[src/rtl/instr_prefetch_buffer_if.sv]
// Instruction prefetch bus: core-side fetch handshake plus memory-side fetch handshake.
// The slave modport is the prefetcher's view; master is the environment (core + memory).
interface instr_prefetch_buffer_if;
    logic        core_flush_i;
    logic        core_req_i;
    logic [31:0] core_addr_i;
    logic        core_rsp_o;
    logic [31:0] core_data_o;
    logic        mem_req_o;
    logic [31:0] mem_addr_o;
    logic        mem_rsp_i;
    logic [31:0] mem_data_i;

    modport slave (
        input  core_flush_i, core_req_i, core_addr_i, mem_rsp_i, mem_data_i,
        output core_rsp_o, core_data_o, mem_req_o, mem_addr_o
    );

    modport master (
        output core_flush_i, core_req_i, core_addr_i, mem_rsp_i, mem_data_i,
        input  core_rsp_o, core_data_o, mem_req_o, mem_addr_o
    );
endinterface

[src/rtl/instr_prefetch_buffer.sv]
// Sequential instruction prefetcher: runs ahead of the core filling a DEPTH-entry FIFO,
// serves matching core requests from the head and redirects the stream on any mismatch.
module instr_prefetch_buffer #(
    parameter logic [31:0] BOOT_ADDRESS = 32'h0000_0000,
    parameter int          DEPTH        = 4
) (
    input  logic                    clk,
    input  logic                    rst,
    instr_prefetch_buffer_if.slave  bus
);
    localparam int PW = $clog2(DEPTH);
    localparam logic [PW:0] PTR_ONE = 1;

    typedef enum logic [1:0] {
        S_IDLE,
        S_FETCH,
        S_DISCARD
    } state_t;

    state_t      r_state;
    logic [31:0] r_next_addr;
    logic        r_core_rsp;
    logic [31:0] r_core_data;
    logic        r_mem_req;
    logic [31:0] r_mem_addr;
    logic [PW:0] r_wr_ptr;
    logic [PW:0] r_rd_ptr;
    logic [29:0] r_fifo_addr [DEPTH];
    logic [31:0] r_fifo_data [DEPTH];

    logic        w_empty;
    logic        w_full;
    logic [29:0] w_head_addr;
    logic [31:0] w_head_data;
    logic [31:0] w_expected_addr;
    logic        w_hit;
    logic        w_redirect;
    logic        w_clear;
    logic        w_pop;
    logic        w_push;
    logic        w_issue;
    logic        w_unused_bits;

    assign bus.core_rsp_o  = r_core_rsp;
    assign bus.core_data_o = r_core_data;
    assign bus.mem_req_o   = r_mem_req;
    assign bus.mem_addr_o  = r_mem_addr;

    // The core fetch stage selects halfwords itself; only the word index matters here.
    assign w_unused_bits = &{1'b0, bus.core_addr_i[1:0]};

    // NOTE: every always_comb output gets a default first so no path leaves it unassigned (no latch).
    always_comb begin
        w_empty     = (r_wr_ptr == r_rd_ptr);
        w_full      = (r_wr_ptr[PW] != r_rd_ptr[PW]) && (r_wr_ptr[PW-1:0] == r_rd_ptr[PW-1:0]);
        w_head_addr = r_fifo_addr[r_rd_ptr[PW-1:0]];
        w_head_data = r_fifo_data[r_rd_ptr[PW-1:0]];

        w_expected_addr = r_next_addr;
        if (!w_empty) begin
            w_expected_addr = {w_head_addr, 2'b00};
        end else if (r_state == S_FETCH) begin
            w_expected_addr = r_mem_addr;
        end

        // Compare only while no response is showing: the core's address is stale in that cycle.
        w_hit      = bus.core_req_i && !w_empty && !r_core_rsp
                     && (w_head_addr == bus.core_addr_i[31:2]);
        w_redirect = bus.core_req_i && !r_core_rsp
                     && (w_expected_addr[31:2] != bus.core_addr_i[31:2]);
        w_clear    = w_redirect || bus.core_flush_i;
        w_pop      = w_hit && !bus.core_flush_i;
        w_push     = (r_state == S_FETCH) && bus.mem_rsp_i && !w_clear;
        w_issue    = (r_state == S_IDLE) && !w_full && !w_clear;
    end

    // NOTE: the FIFO storage has no reset; the pointers alone define which entries are valid.
    always_ff @(posedge clk) begin
        if (w_push) begin
            r_fifo_addr[r_wr_ptr[PW-1:0]] <= r_mem_addr[31:2];
            r_fifo_data[r_wr_ptr[PW-1:0]] <= bus.mem_data_i;
        end
    end

    // NOTE: sequential state uses non-blocking assignments so every register sees pre-edge values.
    always_ff @(posedge clk) begin
        if (rst) begin
            r_state     <= S_IDLE;
            r_next_addr <= BOOT_ADDRESS;
            r_core_rsp  <= 1'b0;
            r_core_data <= 32'h0;
            r_mem_req   <= 1'b0;
            r_mem_addr  <= 32'h0;
            r_wr_ptr    <= '0;
            r_rd_ptr    <= '0;
        end else begin
            r_core_rsp <= w_pop;
            if (w_pop) begin
                r_core_data <= w_head_data;
            end

            if (w_clear) begin
                r_rd_ptr <= r_wr_ptr;
            end else begin
                if (w_push) r_wr_ptr <= r_wr_ptr + PTR_ONE;
                if (w_pop)  r_rd_ptr <= r_rd_ptr + PTR_ONE;
            end

            // A flush without a request keeps next_addr; the following request will redirect.
            if (w_clear && bus.core_req_i) begin
                r_next_addr <= {bus.core_addr_i[31:2], 2'b00};
            end else if (w_issue) begin
                r_next_addr <= r_next_addr + 32'd4;
            end

            case (r_state)
                S_IDLE: begin
                    if (w_issue) begin
                        r_mem_req  <= 1'b1;
                        r_mem_addr <= r_next_addr;
                        r_state    <= S_FETCH;
                    end
                end
                S_FETCH: begin
                    // A response landing together with a redirect completes the fetch but is dropped.
                    if (bus.mem_rsp_i) begin
                        r_mem_req <= 1'b0;
                        r_state   <= S_IDLE;
                    end else if (w_clear) begin
                        r_state <= S_DISCARD;
                    end
                end
                S_DISCARD: begin
                    if (bus.mem_rsp_i) begin
                        r_mem_req <= 1'b0;
                        r_state   <= S_IDLE;
                    end
                end
                default: begin
                    r_mem_req <= 1'b0;
                    r_state   <= S_IDLE;
                end
            endcase
        end
    end
endmodule
[src/flat_wrapper.sv]
// flat-port wrapper written by rule: the top's interface ports become plain ports
module instr_prefetch_buffer_flat 
#(
    parameter logic [31:0] BOOT_ADDRESS = 32'h0000_0000,
    parameter int          DEPTH        = 4
)
  (clk, rst, bus_core_flush_i, bus_core_req_i, bus_core_addr_i, bus_mem_rsp_i, bus_mem_data_i, bus_core_rsp_o, bus_core_data_o, bus_mem_req_o, bus_mem_addr_o);
  instr_prefetch_buffer_if bus_i ();
  input  logic clk;
  input  logic rst;
  input wire logic [$bits(bus_i.core_flush_i)-1:0] bus_core_flush_i;
  input wire logic [$bits(bus_i.core_req_i)-1:0] bus_core_req_i;
  input wire logic [$bits(bus_i.core_addr_i)-1:0] bus_core_addr_i;
  input wire logic [$bits(bus_i.mem_rsp_i)-1:0] bus_mem_rsp_i;
  input wire logic [$bits(bus_i.mem_data_i)-1:0] bus_mem_data_i;
  output wire logic [$bits(bus_i.core_rsp_o)-1:0] bus_core_rsp_o;
  output wire logic [$bits(bus_i.core_data_o)-1:0] bus_core_data_o;
  output wire logic [$bits(bus_i.mem_req_o)-1:0] bus_mem_req_o;
  output wire logic [$bits(bus_i.mem_addr_o)-1:0] bus_mem_addr_o;
  assign bus_i.core_flush_i = bus_core_flush_i;
  assign bus_i.core_req_i = bus_core_req_i;
  assign bus_i.core_addr_i = bus_core_addr_i;
  assign bus_i.mem_rsp_i = bus_mem_rsp_i;
  assign bus_i.mem_data_i = bus_mem_data_i;
  assign bus_core_rsp_o = bus_i.core_rsp_o;
  assign bus_core_data_o = bus_i.core_data_o;
  assign bus_mem_req_o = bus_i.mem_req_o;
  assign bus_mem_addr_o = bus_i.mem_addr_o;
  instr_prefetch_buffer #(.BOOT_ADDRESS(BOOT_ADDRESS), .DEPTH(DEPTH)) u_core (.clk(clk), .rst(rst), .bus(bus_i));
endmodule
[config.mk]
export PLATFORM = sky130hd
export DESIGN_NAME = instr_prefetch_buffer_flat
export DESIGN_NICKNAME = d
export VERILOG_FILES = /design/src/rtl/instr_prefetch_buffer_if.sv /design/src/rtl/instr_prefetch_buffer.sv /design/src/flat_wrapper.sv
export SDC_FILE = /design/constraint.sdc
export NUM_CORES = 1
export LEC_CHECK = 0
export CAP_MARGIN = 20
export CORE_UTILIZATION = 30
export DETAILED_ROUTE_END_ITERATION = 10
export PLACE_DENSITY = 0.47
export SLEW_MARGIN = 20
export SYNTH_ARGS = -nofsm -noshare
export SYNTH_HDL_FRONTEND = slang
export SYNTH_SLANG_ARGS = --single-unit
export TNS_END_PERCENT = 100
[constraint.sdc]
create_clock -name clk -period 7.78 [get_ports clk]
set_input_delay 1.556 -clock clk [delete_from_list [all_inputs] [get_ports clk]]
set_output_delay 1.556 -clock clk [all_outputs]
set_load 0.1 [all_outputs]
==> summary.txt <==
Yosys reg bits: 352
TritonCTS clock tree: built
Fin. Hold Viols: 0
Antenna violations before repair: 3
Max-capacitance violation count: 0
Die height: 228.8 microns
Clk_lat worst skew: 560 ps
Fillers: 4,868
Mapped Area: 0.01543 sq mm
Worst Setup Start Kind: flop
Die area: 0.05234 sq mm
Setup TNS: 0 ps
Final HPWL DP: 27,670 microns
Final Slew Violations: 0
Share of layout cells above drive strength 1: 15.96%
Ant diodes: 0
Final period util: 67.95%
Yosys top cell area share: 48.27%
Post-CTS sizing: 0
Worst Setup End Kind: flop
CTS root buf: clkbuf_16
Crit path required time: 7970 ps
ANT nets after route: 0
Clock sinks: 352
Yosys top cell by area: edfxtp_1
RSZ-0062 raised after global routing: false
Effective utilization at floorplan: 30.56%
TritonRoute pass-1 iters: 6
Synth-to-Final Area Change: 21.49%
Sequential Area: 0.009533 sq mm
Yosys warning count: 0
Worst Clk Skew: 28.71 ps
GR Overflow Total: 0
Port-buffer cells: 130
CTS Buffer Depth: 3
Post-synthesis sequential area ratio: 61.77%
Post-synth cell types: 64
Commonest non-fill, non-tap cell in the layout: edfxtp_1
Routed WL: 42,520 microns
WL/cell: 22.16 microns
Num CTS Buffers: 41
DRC: 0
Hold Crit Class: reg2reg
EDFF count, synth: 248
Largest cells by area after synthesis: edfxtp_1 (48%), dfxtp_1 (13%), mux4_2 (9.1%)
Worst-path fanout max: 38
Maximum vdd drop: 0.1631 mV
Vias in the first global route: 9,977
# nets final: 1,293
LEAKAGE: 0.006482 uW
Rows: 82
Post-synth top flop: edfxtp_1
Floorplan Core Area: 0.05048 sq mm
Via density: 5.058
Max Fclk: 189.2 MHz
H-tree levels: 2
Final count of negative-setup-slack endpoints: 0
CTS Hold Buffers Added: 0
Tmin final: 5287 ps
Syn avg cell area: 14.11 sq um
Clock-pin slew on the worst setup and hold paths: 60 ps
Tightest slew margin relative to the limit: 25.72%
Die X: 228.8 microns
Share of flip-flops with an asynchronous set or reset: 0%
Post-layout utilization of the core: 37.13%
Mapped Cells: 1,093
Largest net degree at the start of global routing: 57
Gr usage total: 16.34%
Status: completed
Post-CTS setup buffers: 0
Routed via count: 9,707
WS Path Type: reg2reg
Worst EP arrival: 5470 ps
Slew @ Worst Pin: 1110 ps
P per Cell Area: 231.3 mW/mm^2
DRT iter0 DRCs: 472
GPL Wtd Cong: 0.8696
Multi-input logic area: 0.005565 sq mm
Most frequent cells in the layout: edfxtp_1 (248), clkdlybuf4s50_1 (129), dfxtp_1 (101)
I/O pin total: 135
First-pass GRT wire length: 64,060 microns
[per-layer routing]
metal  up-vias  GRT usage (%)  wire, microns
met5         -              0             33
met4         6          5.063            988
met3        65          3.730           2429
met2       251          27.94          20810
met1      4870          20.44          18260
li1       4515              -              -
[path summary, 6_finish.rpt]
| path | from | to | slack [ps] | depth (start not counted) |
|---|---|---|---|---|
| worst max-delay path | flop | u_core.r_fifo_addr[0][14] | 2490 | 10 |
| worst min-delay path | u_core.bus.core_data_o[28] | u_core.bus.core_data_o[28] | 490 | 2 |
| worst max register to register | flop | u_core.r_fifo_addr[0][14] | 2490 | 10 |
| worst min register to register | u_core.bus.core_data_o[28] | u_core.bus.core_data_o[28] | 490 | 2 |
[worst max-delay path: stages (launching register included)]
cell,delay [ps]
dfxtp_1,940
buf_4,400
mux4_2,400
a31oi_2,190
nor3_1,80
or4b_4,580
nor4_4,430
nand4_4,240
a211oi_4,410
and2_4,680
buf_4,500
[metrics by stage]
stage | area [sq um] | worst slack, ps | std cells | total power [uW] | hold slack (ps)
floorplan | 15430 | 2830 | 1094 | 2323 | 490.1
global placement | 17410 | 2311 | 1844 | 2462 | 473.5
detailed placement | 17410 | 2268 | 1844 | 2466 | 486.0
CTS | 18740 | 2304 | 1919 | 4403 | 499.5
global route | 18740 | 2126 | 1919 | 4496 | 527.5
finish | 18740 | 2493 | 1919 | 4335 | 492.6
[sequential cells by signal, summed over array words and instances (netlist names), named ones only]
name,flops
u_core.r_wr_ptr,3
u_core.r_rd_ptr,3
u_core.bus.core_rsp_o,1
u_core.bus.mem_req_o,1
u_core.bus.mem_addr_o,30
u_core.r_fifo_data,128
u_core.bus.core_data_o,32
u_core.r_state,2
u_core.r_next_addr,30
u_core.r_fifo_addr,120
[cells in the mapped netlist (9+ instances only)]
library cell  count
nand3_1          20
xor2_1           20
a31oi_1          37
clkbuf_1         26
edfxtp_1        248
o21ai_0          47
nand4_1          16
mux2_2           25
nor4_1           29
o31ai_1          10
xnor2_1          20
or3_1            24
nor3_1           11
ha_1              9
nand2_1          52
mux2i_1          82
dfxtp_1         104
a21oi_1          16
mux4_2           62
inv_1            10
nor2_1           87
buf_2            33
[cells by family (layout without fill, tap and decap cells)]
logic type	count (synthesis)	in the layout	synth area share, %
simple gates	278	278	9.392
buf+inv	80	233	2.514
fa+ha+maj	9	9	0.7299
compound gates	161	161	6.821
xor+xnor	42	42	2.482
mux	170	170	16.27
flops	352	352	61.77
other cells	1	2	0.02431
[power by group]
part	total, uW	switching (uW)	leakage (uW)	internal (uW)
Clock	1910	755	0.000649	1160
Combinational	371	227	0.00263	144
Sequential	2050	35.4	0.00320	2020
Total	4340	1020	0.00648	3320
[layout make-up]
| class | count | area share (%) |
|---|---|---|
| sequential | 352 | 50.86 |
| multi-input combinational | 662 | 29.69 |
| timing repair buffer | 148 | 7.650 |
| clock buffer | 59 | 6.101 |
| tap | 672 | 4.486 |
| clock inverter | 16 | 1.008 |
| inverter | 10 | 0.2003 |
Power figures use the tool's default switching activity.
==> RTL change 1, RTL diff (same flow settings) <==
`DEPTH` is set to 4 in 2 places; all go to 8.
--- a/src/rtl/instr_prefetch_buffer.sv
+++ b/src/rtl/instr_prefetch_buffer.sv
@@ -4,3 +4,3 @@
     parameter logic [31:0] BOOT_ADDRESS = 32'h0000_0000,
-    parameter int          DEPTH        = 4
+    parameter int          DEPTH        = 8
 ) (
--- a/src/flat_wrapper.sv
+++ b/src/flat_wrapper.sv
@@ -4,3 +4,3 @@
     parameter logic [31:0] BOOT_ADDRESS = 32'h0000_0000,
-    parameter int          DEPTH        = 4
+    parameter int          DEPTH        = 8
 )
Function: same outputs for any inputs over 4 cycles, from zero or initial values and one cycle with rst high; that may be too few to reach the edited logic, so the function may still have changed.
==> RTL change 1 against the original RTL <==
  * Worst setup slack worse by 0.24 ns
  * Total power is 64% higher
  * Non-clock buffer count is 17 higher
  * Highest routed layer unchanged
  * Wire length is 52% higher
  * Largest cell class unchanged
  * Sequential cell count is 251 higher
  * Sequential share of layout area is 7.1 points higher
  * Synthesized cell count is 40% higher
  * Cell area is 57% higher
  * Final cell count is 45% higher
  * Via count is 44% higher
  * Synthesized area is 60% higher
  * Critical path depth is 4 higher
==> RTL change 1: results (changes against the original RTL) <==
* Worst slew margin at 21.2% (was 25.7%)
* Status: complete, no violations (unchanged)
* Largest net degree at the start of global routing at 69 (was 57)
* CTS buffer count at 68 (was 41)
* IO buf count at 130 (unchanged)
* Lkg Pwr at 8.71 nW (was 6.48 nW)
* Ys Warns at 0 (unchanged)
* Most frequent cell after synthesis: edfxtp_1 (unchanged)
* Post-place setup slack at 1.72 ns (was 2.27 ns)
* Top cells by area, synth: edfxtp_1 (60%), mux4_2 (8.7%), dfxtp_1 (8.7%) (was edfxtp_1 (48%), dfxtp_1 (13%), mux4_2 (9.1%))
* Register area share after synthesis at 68.9% (was 61.8%)
* Synth async-reset ratio at 0% (unchanged)
* Clock-pin slew on the worst setup and hold paths at 0.06 ns (about the same)
* Clock skew at 0.0330 ns (was 0.0287 ns)
* Yosys cell types at 80 (was 64)
* First-pass DRT Iterations at 5 (was 6)
* CP top delay family: buffers and inverters (was simple AND/OR/NAND/NOR gates)
* Share of cells above drive strength 1 at 16.0% (about the same)
* Arrival time worst endpoint at 5.74 ns (was 5.47 ns)
* Worst hold path type: flip-flop to flip-flop (unchanged)
* Clk_lat worst skew at 0.62 ns (was 0.56 ns)
* First-pass GRT wire length at 96.2 mm (was 64.1 mm)
* Post-DP HPWL at 38.4 mm (was 27.7 mm)
* VDD IR max at 0.178 mV (was 0.163 mV)
* Worst-path maximum fanout at 41 (was 38)
* CP peak stage delay at 0.67 ns (was 0.94 ns)
* Total Nets Final at 1748 (was 1293)
* H-tree levels at 3 (was 2)
* GPL Wtd Cong at 0.854 (was 0.870)
* CP Launch Point: u_core.r_state[1]
* Drt total wl at 64.7 mm (was 42.5 mm)
* Worst hold start: u_core.r_next_addr[20] (was u_core.bus.core_data_o[28])
* Total track usage at 15.6% (was 16.3%)
* Top cells by count, synth: edfxtp_1 (496), nand2_1 (124), mux2i_1 (113) (was edfxtp_1 (248), dfxtp_1 (104), nor2_1 (87))
* Largest register FFs at 256 (was 128)
* DR vias at 14000 (was 9707)
* Count of flip-flops with a built-in enable after synthesis at 496 (was 248)
* Post_cts resized at 0 (unchanged)
* DRT iter0 DRCs at 894 (was 472)
* Clock tree buffer depth at 3 (unchanged)
* Vias in the first global route at 14600 (was 9977)
* Worst path slowest cell: buf_4 (was dfxtp_1)
* Initial antenna violation count at 6 (was 3)
[RTL change 1: changes by cell type in the layout (fill, tap and decap cells not counted), sizes merged, moves of 35 or more]
cell,delta
edfxtp,+248
nand2,+72
a21oi,+46
clkbuf,+36
o21ai,-36
a211oi,+35
[RTL change 1: cell families after synthesis]
logic type / after synthesis / synth area share, %
DFF: 603 / 68.9
and+or+nand+nor: 313 / 6.00
muxes: 233 / 14.5
AOI/OAI and AO/OA: 219 / 6.28
buffers and inverters: 109 / 2.37
xor gates and xnor gates: 46 / 1.63
adders and majority gates: 6 / 0.304
other: 1 / 0.0152
[RTL change 1: power by group]
part / internal (mW) / leakage [nW] / switching, mW
combinational: 0.159 / 2.46 / 0.245
sequential: 3.50 / 5.16 / 0.0470
clock: 1.84 / 1.09 / 1.34
total: 5.49 / 8.71 / 1.63
[RTL change 1: final cells by class]
class | instances | area [um2]
tap | 1060 | 1330
clock buffer | 95 | 1860
sequential | 603 | 17000
antenna | 2 | 5.00
fill | 7706 | 51600
inverter | 16 | 60.1
timing repair buffer | 165 | 1590
multi-input combinational | 819 | 7170
clock inverter | 31 | 373
[RTL change 1: final timing paths]
kind                                                  end  slack (ns)  depth (start not counted)
worst min register to register  u_core.bus.mem_addr_o[20]        0.47                          2
worst min-delay path            u_core.bus.mem_addr_o[20]        0.47                          2
worst max register to register  u_core.r_fifo_addr[1][20]        2.26                         14
worst max-delay path            u_core.r_fifo_addr[1][20]        2.26                         14
[RTL change 1: tightest hold or removal path: stages (launching register included)]
cell and delay, ns:
dfxtp_1 0.33, nand2_1 0.06, a21oi_1 0.05
[RTL change 1: per-layer routing]
layer / vias to the layer above / part of all wire, % / track usage, %
met1: 7227 / 44 / 20.3
met2: 306 / 48 / 26.1
li1: 6338 / - / -
met5: - / 0.068 / 0
met4: 8 / 2.5 / 4.72
met3: 110 / 5.0 / 3.34
[RTL change 1: stage by stage]
stage               instances  cell area (um2)  hold WS [ns]  TNS, ns
detailed placement       2663            27200         0.475        0
CTS                      2789            29400         0.467        0
global placement         2663            27200         0.463        0
finish                   2791            29400         0.474        0
global route             2789            29400         0.514        0
floorplan                1531            24700         0.444  -406.42
==> RTL change 2, RTL diff (same flow settings) <==
Without the edit above. Re-encode `state_t` (3 states) as one-hot, 3 bits wide.
--- a/src/rtl/instr_prefetch_buffer.sv
+++ b/src/rtl/instr_prefetch_buffer.sv
@@ -13,6 +13,6 @@
 
-    typedef enum logic [1:0] {
-        S_IDLE,
-        S_FETCH,
-        S_DISCARD
+    typedef enum logic [2:0] {
+        S_IDLE    = 3'b001,
+        S_FETCH   = 3'b010,
+        S_DISCARD = 3'b100
     } state_t;
Formal check against the unedited RTL: no difference found for any inputs over 4 cycles, from zero or initial values and one cycle with rst high; so few cycles prove little.
==> RTL change 2 against the original RTL <==
  * Cell area is 2.5% higher
  * Sequential power barely moved
  * Wire length rose by 3.2%
  * Worst setup slack worse by 0.093 ns
  * Sequential cell count grew 1
  * Count of clock-buffer cells in the layout fell by 7
  * Die area increased by 2.0%
  * Synthesized area grew 2.1%
  * Total power fell by 2.7%
  * Critical path type unchanged
  * Largest power group unchanged
  * Highest routed layer is now met4
==> RTL change 2: results (changes against the original RTL) <==
* Share of cells above drive strength 1 at 14.8% (was 16.0%)
* Post-DP HPWL at 28.8 mm (was 27.7 mm)
* Drt total wl at 43.9 mm (was 42.5 mm)
* CP peak stage delay at 0.75 ns (was 0.94 ns)
* Lkg Pwr at 6.45 nW (was 6.48 nW)
* Worst-path maximum fanout at 48 (was 38)
* Average size of a mapped cell at 13.9 um2 (was 14.1 um2)
* R2r setup slk at 2.40 ns (was 2.49 ns)
* Status: complete, no violations (unchanged)
* GPL Wtd Cong at 0.893 (was 0.870)
* Arrival time worst endpoint at 5.60 ns (was 5.47 ns)
* Adder-cell share of the synthesized area at 0.477% (was 0.730%)
* Worst slew margin at 25.5% (was 25.7%)
* Total track usage at 16.6% (was 16.3%)
* Post-place setup slack at 2.21 ns (was 2.27 ns)
* Top cells by area, synth: edfxtp_1 (47%), dfxtp_1 (13%), mux4_2 (8.9%) (was edfxtp_1 (48%), dfxtp_1 (13%), mux4_2 (9.1%))
* Total Nets Final at 1330 (was 1293)
* Worst path slowest cell: nor2_4 (was dfxtp_1)
* Top cells by count, synth: edfxtp_1 (248), dfxtp_1 (105), mux2i_1 (95), nand2_1 (95), mux4_2 (62) (was edfxtp_1 (248), dfxtp_1 (104), nor2_1 (87))
* Compound-gate portion of the synthesized area at 9.51% (was 6.82%)
* Clock skew at 0.00964 ns (was 0.0287 ns)
* Vias in the first global route at 10400 (was 9977)
* Cell Area, Placed at 0.0179 mm2 (was 0.0174 mm2)
* Dpl cells at 1893 (was 1844)
* First-pass DRT Iterations at 5 (was 6)
* Vias/cell at 5.21 (was 5.06)
* Routed wire per std cell at 22.3 um (was 22.2 um)
* Worst hold start: u_core.bus.core_data_o[18] (was u_core.bus.core_data_o[28])
[RTL change 2: cells by family after synthesis]
family,count (synthesis)
flops,353
simple gates,270
compound gates,202
mux,171
buf+inv,91
xor+xnor,41
fa+ha+maj,6
other cells,1
[RTL change 2: final cells by class]
| type | count | area, um2 |
|---|---|---|
| Fill cell | 4917 | 32400 |
| Clock buffer | 52 | 1110 |
| Clock inverter | 22 | 240 |
| Tap cell | 680 | 851 |
| Multi-Input combinational cell | 692 | 5860 |
| Sequential cell | 353 | 9550 |
| Timing Repair Buffer | 157 | 1560 |
| Inverter | 11 | 41.3 |
[RTL change 2: critical path, delay by kind of cell, from the launching register on]
| kind | cells | cell delay, ns |
|---|---|---|
| and+or+nand+nor | 5 | 2.57 |
| AOI/OAI and AO/OA | 2 | 0.95 |
| xor gates and xnor gates | 1 | 0.15 |
| DFF | 1 | 0.51 |
| buffers and inverters | 2 | 0.81 |
[RTL change 2: where the power goes]
group	internal, mW	leakage (nW)	switching (mW)	total, mW
clock network	1.17	0.659	0.761	1.93
logic	0.0914	2.66	0.148	0.239
registers	2.02	3.14	0.0315	2.05
total	3.28	6.45	0.940	4.22
[RTL change 2: worst max path at each step]
stage,from,endpoint,depth (start not counted),slack (ns)
after CTS,u_core.r_wr_ptr[0],u_core.r_fifo_addr[0][29],10,2.38
final,u_core.r_wr_ptr[0],u_core.r_fifo_data[0][17],10,2.40
after global placement,bus_core_addr_i[8],u_core.r_fifo_data[2][19],8,2.22
after global routing,u_core.r_rd_ptr[0],u_core.r_fifo_data[0][17],12,2.05
after detailed placement,bus_core_addr_i[23],u_core.r_fifo_addr[0][29],8,2.21
after floorplan,bus_core_addr_i[8],u_core.r_fifo_addr[3][0],5,1.28
[RTL change 2: through the flow]
step | hold slack, ns | util, % | total power [mW]
final | 0.494 | 37.2 | 4.22
after global routing | 0.525 | 37.2 | 4.37
after CTS | 0.495 | 37.2 | 4.28
after detailed placement | 0.486 | 34.6 | 2.33
after global placement | 0.474 | 34.6 | 2.33
after floorplan | 0.461 | - | 2.22
[RTL change 2: routing by layer]
metal | global-route usage (%) | part of all wire [%] | wire, um | vias up
met5 | 0 | 0 | 0 | -
li1 | - | - | - | 4689
met2 | 28.0 | 49 | 21300 | 300
met1 | 21.3 | 43 | 19000 | 5204
met4 | 5.17 | 2.3 | 1020 | 0
met3 | 3.51 | 5.8 | 2520 | 63
